--- config.mk ---
export PLATFORM = sky130hd
export DESIGN_NAME = cpu_sequencer
export DESIGN_NICKNAME = d
export VERILOG_FILES = /design/src/rtl/cpu_sequencer.sv
export SDC_FILE = /design/constraint.sdc
export NUM_CORES = 1
export LEC_CHECK = 0
export ABC_AREA = 1
export CAP_MARGIN = 20
export CORE_AREA = 2 2 39 41
export DETAILED_ROUTE_END_ITERATION = 8
export DIE_AREA = 0 0 41 43
export PLACE_DENSITY = 0.62
export SYNTH_ARGS = -nofsm -noshare
export SYNTH_HDL_FRONTEND = slang
export SYNTH_SLANG_ARGS = --single-unit
--- constraint.sdc ---
create_clock -name clk -period 3.3 [get_ports clk]
set_clock_uncertainty 0.05 [all_clocks]
set_input_delay 0.495 -clock clk [delete_from_list [all_inputs] [get_ports clk]]
set_output_delay 0.495 -clock clk [all_outputs]
set_load 0.01 [all_outputs]
--- src/rtl/cpu_sequencer.sv ---
// cpu_sequencer: multi-cycle control sequencer (RST/FETCH/EXEC/MEM) for the stack CPU core.
// Latency: 2 cycles per ALU/jump instruction, 3 per load/store with zero-wait memory; outputs are combinational.
// Backpressure: mem_req holds until mem_ack; CPU_SEQ_TIMEOUT_EN adds a request timeout with sticky bus_err.
module cpu_sequencer #(
  parameter int TO_W   = 8,
  parameter int TO_MAX = 255
) (
  input  logic       clk,
  input  logic       rst_n,
  input  logic       dec_load,
  input  logic       dec_wr,
  input  logic       dec_byt,
  input  logic       dec_push,
  input  logic       dec_pop,
  input  logic       dec_wr_stk1,
  input  logic       dec_load_fp,
  input  logic       dec_load_ip,
  input  logic       mem_ack,
  output logic       mem_req,
  output logic       mem_we,
  output logic       mem_byt,
  output logic       addr_sel,
  output logic       ir_we,
  output logic       ip_inc,
  output logic       ip_we,
  output logic       fp_we,
  output logic       stk_push,
  output logic       stk_pop,
  output logic       stk1_we,
  output logic [1:0] state_o,
  output logic       bus_err
);

  typedef enum logic [1:0] {
    S_RST   = 2'd0,
    S_FETCH = 2'd1,
    S_EXEC  = 2'd2,
    S_MEM   = 2'd3
  } state_t;

  state_t state_q, state_d;
  logic   commit;
  logic   timeout;

`ifdef CPU_SEQ_TIMEOUT_EN
  localparam logic [TO_W-1:0] TO_LAST = TO_W'(TO_MAX - 1);

  logic [TO_W-1:0] to_cnt;
  logic            bus_err_q;

  // The TO_MAX-th consecutive unacknowledged request cycle abandons the request.
  assign timeout = mem_req && !mem_ack && (to_cnt == TO_LAST);
  assign bus_err = bus_err_q;

  // Wait counter restarts on every state entry (including a timeout retry); error is sticky until reset.
  always_ff @(posedge clk or negedge rst_n) begin
    if (!rst_n) begin
      to_cnt    <= '0;
      bus_err_q <= 1'b0;
    end else begin
      if (timeout || (state_d != state_q)) begin
        to_cnt <= '0;
      end else if (mem_req && !mem_ack) begin
        to_cnt <= to_cnt + 1'b1;
      end
      if (timeout) begin
        bus_err_q <= 1'b1;
      end
    end
  end
`else
  assign timeout = 1'b0;
  assign bus_err = 1'b0;
`endif

  // State register; reset forces RST asynchronously so mem_req drops at once.
  always_ff @(posedge clk or negedge rst_n) begin
    if (!rst_n) begin
      state_q <= S_RST;
    end else begin
      state_q <= state_d;
    end
  end

  // Next state, bus controls and the single-cycle commit point of each instruction.
  always_comb begin
    state_d  = state_q;
    mem_req  = 1'b0;
    mem_we   = 1'b0;
    mem_byt  = 1'b0;
    addr_sel = 1'b0;
    ir_we    = 1'b0;
    commit   = 1'b0;
    case (state_q)
      S_RST: begin
        state_d = S_FETCH;
      end
      S_FETCH: begin
        mem_req = 1'b1;
        if (mem_ack) begin
          ir_we   = 1'b1;
          state_d = S_EXEC;
        end else if (timeout) begin
          state_d = S_FETCH;
        end
      end
      S_EXEC: begin
        if (dec_load || dec_wr) begin
          state_d = S_MEM;
        end else begin
          commit  = 1'b1;
          state_d = S_FETCH;
        end
      end
      S_MEM: begin
        mem_req  = 1'b1;
        addr_sel = 1'b1;
        // A write wins over a simultaneous load request.
        mem_we   = dec_wr;
        mem_byt  = dec_byt;
        if (mem_ack) begin
          commit  = 1'b1;
          state_d = S_FETCH;
        end else if (timeout) begin
          state_d = S_FETCH;
        end
      end
      default: begin
        state_d = S_RST;
      end
    endcase
  end

  // Level decoder controls become strobes only in the commit cycle.
  always_comb begin
    stk_push = commit && dec_push;
    stk_pop  = commit && dec_pop;
    stk1_we  = commit && dec_wr_stk1;
    fp_we    = commit && dec_load_fp;
    ip_we    = commit && dec_load_ip;
    ip_inc   = commit && !dec_load_ip;
  end

  assign state_o = state_q;

endmodule

# After elaboration in Yosys (flattened, before gate mapping)
# Cells that the tools add are included.
# Widths: inputs -> output; s select.
# totals
in_bits,11
reg_bits,2
# op_classes
n_mux,12
n_reduce_logical,11
eq_ne,5
# ops
operator,count
$pmux 2 s4,1
$mux 1,7
$logic_and 1x1->1,6
$mux 2,3
$eq 2x2->1 const B,2
$ne 2x2->1 const B,2
$eq 2x1->1 const B,1
$logic_not 2->1,1
$pmux 1 s2,1
$reduce_and 2->1,1
$reduce_or 2->1,1
$logic_not 1->1,1
$logic_or 1x1->1,1

# Logic depth before layout (Yosys ltp)
# depth
depth_word,4
ltp_mapped,6
mapped_depth_nobuf,6

# Worst setup path before layout
# No wires, ideal clock.
# synth_path
path_kind,register to output
start,register state_q[0] (netlist: state_o[0])
end,output fp_we
slack_ns,1.600
arrival_ns,1.155
required_ns,2.755
stages_incl_launch_ff,6
path_cell_list,dfrtp_1 inv_2 ha_1 or2_4 nand2_4 nor2_2
# synth_via
elab_chain_cells,3
word_cells_on_any_way,4
# synth_lines
element,line_no,source
start: declaration,41,"state_t state_q, state_d;"
start signal: assignment,81,state_q <= state_d;
$eq 2x2->1,94,case (state_q)
$pmux 1 s2 (*),94,
$logic_and 1x1->1 (*),139,fp_we = commit && dec_load_fp;
end: declaration,26,"output logic fp_we,"
# Mark *: on every way between the ends. The rest lies on a longest branch, timed or not.

# Final worst setup path
# layout_path
start,input dec_wr
end,output stk_push
# layout_via
elab_chain_cells,4
# layout_lines
element,line_no,source
start: declaration,11,"input logic dec_wr,"
$logic_or 1x1->1,108,if (dec_load || dec_wr) begin
$mux 1,108,
$pmux 1 s2,94,
$logic_and 1x1->1,136,stk_push = commit && dec_push;
end: declaration,27,"output logic stk_push,"
# Every way passes these cells.

==> qor.txt <==
Dominant cells by area after synthesis: ha_1 25%, dfrtp_1 16%, inv_1 12%, nor2_2 12%, nand2_1 9.8%
Fin Setup TNS: 0 ps
Syn Area/Cell: 6.784 um^2
Crit path kind: primary input to output pin
DRC: 0
Max reg flops: 2
Final Max Tran Viols: 0
Number of antenna violations at the first check in global routing: 0
Ys flop type: dfrtp_1
CP Data Required Time: 2750 ps
RePlAce Congestion: 0.7126
Global-route wire length before repair: 972 um
Total length of routed wires: 695 um
Port bufs: 23
Area Growth Syn to Fin: 86.89%
Fraction of registers with async set/reset: 100.0%
Starting DRT DRC Count: 0
Die Span X: 41 um
Design Power: 0.0003326 W
Pwr dens: 583.0 nW/um^2
Diode count: 0
Period utilization: 73.72%
Avg Vias per Cell: 3.907
Max Cap Viol: 0
Via Count: 336
Maximum buffer depth of the clock tree: 2
Start of the worst register-to-register path: state_o[0]$_DFFE_PN0P_
Internal cell power: 0.0001983 W
Status: complete, no violations
Core area: 1384 um^2
Area of the multi-input gates: 206.4 um^2
Comb pwr share: 66.9%
Reg-to-Reg End: state_o[1]$_DFFE_PN0P_
Fin nets: 89
Layout cell share with drive strength beyond 1: 20.00%
Routed Antenna Nets: 0
Endpoints failing hold: 0
EDFF count, synth: 0
Switching share of power: 40.39%
Initial Util: 22.06%
Crit Path Max Fanout: 6
Register area share after synthesis: 16.39%
I/O Pins: 25
RSZ-0062 raised after global routing: no
Cts bufs inserted: 3
Final Critical Period: 2433 ps
Clk pwr share: 16.1%
Mapped Area: 305.3 um^2
Clock sink count: 2
Die height: 43 um
Die area: 1763 um^2
R2R Setup Slk: 2130 ps
Fillcell total: 151
Cell Rows: 14
Maximum vdd drop: 0.0003170 V
Static leakage: 0.3034 nW
Hold_buf cts: 0
Post-detail-place hpwl: 586.4 um
Seq pwr share: 17.0%
Non-Filler Instances: 86
Synth cell count leaders: 10 x inv_1, 8 x nand2_1, 6 x ha_1, 6 x nor2_2, 3 x nor2_1
Sequential cell area: 50.05 um^2
Synth Net Count: 62
NetSw: 0.0001344 W
Top cell type's share of synthesized area: 24.59%
Area leader, netlist: ha_1
Setup Viol. Count Final: 0
Grt total ovfl: 0
Post-CTS Resized: 0
H-tree levels: 1
HP Class: primary input to asynchronous set/reset pin
Critical path capture point type: output pin
Clk Latency, worst-skew pair: 220 ps
Gr usage total: 8.032%
R2R cell count: 6
Post-CTS Setup Bufs: 0
Yosys warns: 0
Dpl cells: 83
Count leader, synth: inv_1
Max Freq: 0.4111 GHz
Largest net degree at the start of global routing: 8
CTS clk-pin slew, worst paths: 30 ps
Clock Tree Root: clkbuf_4
CTS tree: built
Syn Inst Count: 45
CP arrival: 1890 ps
Crit start category: primary input
1st-pass router iterations: 1
Flops & latches, synth: 2
Cell variety after synth: 15
DR WL/cell: 8.081 um
Vias in the first global route: 257
critical path, stage by stage:
cell and delay [ps]:
clkdlybuf4s50_1 450, nor2_1 120, nand2_1 60, nand2_2 70
nand2_4 80, nor2_2 80, clkdlybuf4s50_1 530
how the worst max path moves through the flow:
stage	from	end	slack (ps)	depth (start not counted)
after floorplan	state_o[0]$_DFFE_PN0P_	fp_we	1600	5
after global placement	dec_wr	stk_push	870	7
after detailed placement	dec_wr	stk_push	860	7
after CTS	dec_wr	stk_push	860	7
after global routing	dec_wr	ip_inc	780	7
final	dec_wr	stk_push	870	7
power groups by stage:
stage,Combinational (W),Clock (W),Sequential [W]
CTS,0.000227,0.0000575,0.0000567
global placement,0.000225,0,0.0000566
floorplan,0.000118,0,0.0000579
global route,0.000250,0.0000581,0.0000585
detailed placement,0.000226,0,0.0000567
finish,0.000222,0.0000537,0.0000565
cells by family after synthesis:
family / count (synthesis) / share of synthesized area [%]
AO/OA/AOI/OAI: 2 / 3.276
adder cells (fa/ha/maj): 6 / 24.59
buffers and inverters: 12 / 15.98
flip-flops: 2 / 16.39
other: 1 / 1.228
AND/OR/NAND/NOR: 22 / 38.53
layer usage:
layer / vias to the layer above / GRT usage (%) / routed length (um)
li1: 178 / - / -
met1: 137 / 8.360 / 276
met2: 21 / 12.19 / 284
met3: 0 / 3.141 / 134
met4: 0 / 6.000 / 0
met5: - / 0 / 0
cells in the final DEF, fill, tap and decap left out, drive strengths merged:
master and count:
clkbuf 3, inv 11, nand2 11, dfrtp 2, o21ai 2, clkdlybuf4s50 23
conb 1, nor2 9, or2 2, ha 6
cell type report:
type	count	area share (%)
timing repair buffer	23	40.35
inverter	11	7.237
multi-input combinational	31	36.18
sequential	2	8.772
clock buffer	3	3.947
tap	16	3.509
metrics by stage:
| stage | area, um^2 | setup WS [ps] | hold slack (ps) | util, % |
|---|---|---|---|---|
| 2_1_floorplan | 305.3 | 1600 | 149.4 | - |
| 3_3_place_gp | 548.0 | 865.9 | 576.8 | 39.60 |
| 3_5_place_dp | 548.0 | 863.1 | 573.3 | 39.60 |
| 4_1_cts | 570.5 | 858.7 | 376.5 | 41.23 |
| 5_1_grt | 570.5 | 780.0 | 382.5 | 41.23 |
| 6_report | 570.5 | 867.3 | 382.5 | 41.23 |
(Power assumes the default switching activity.)
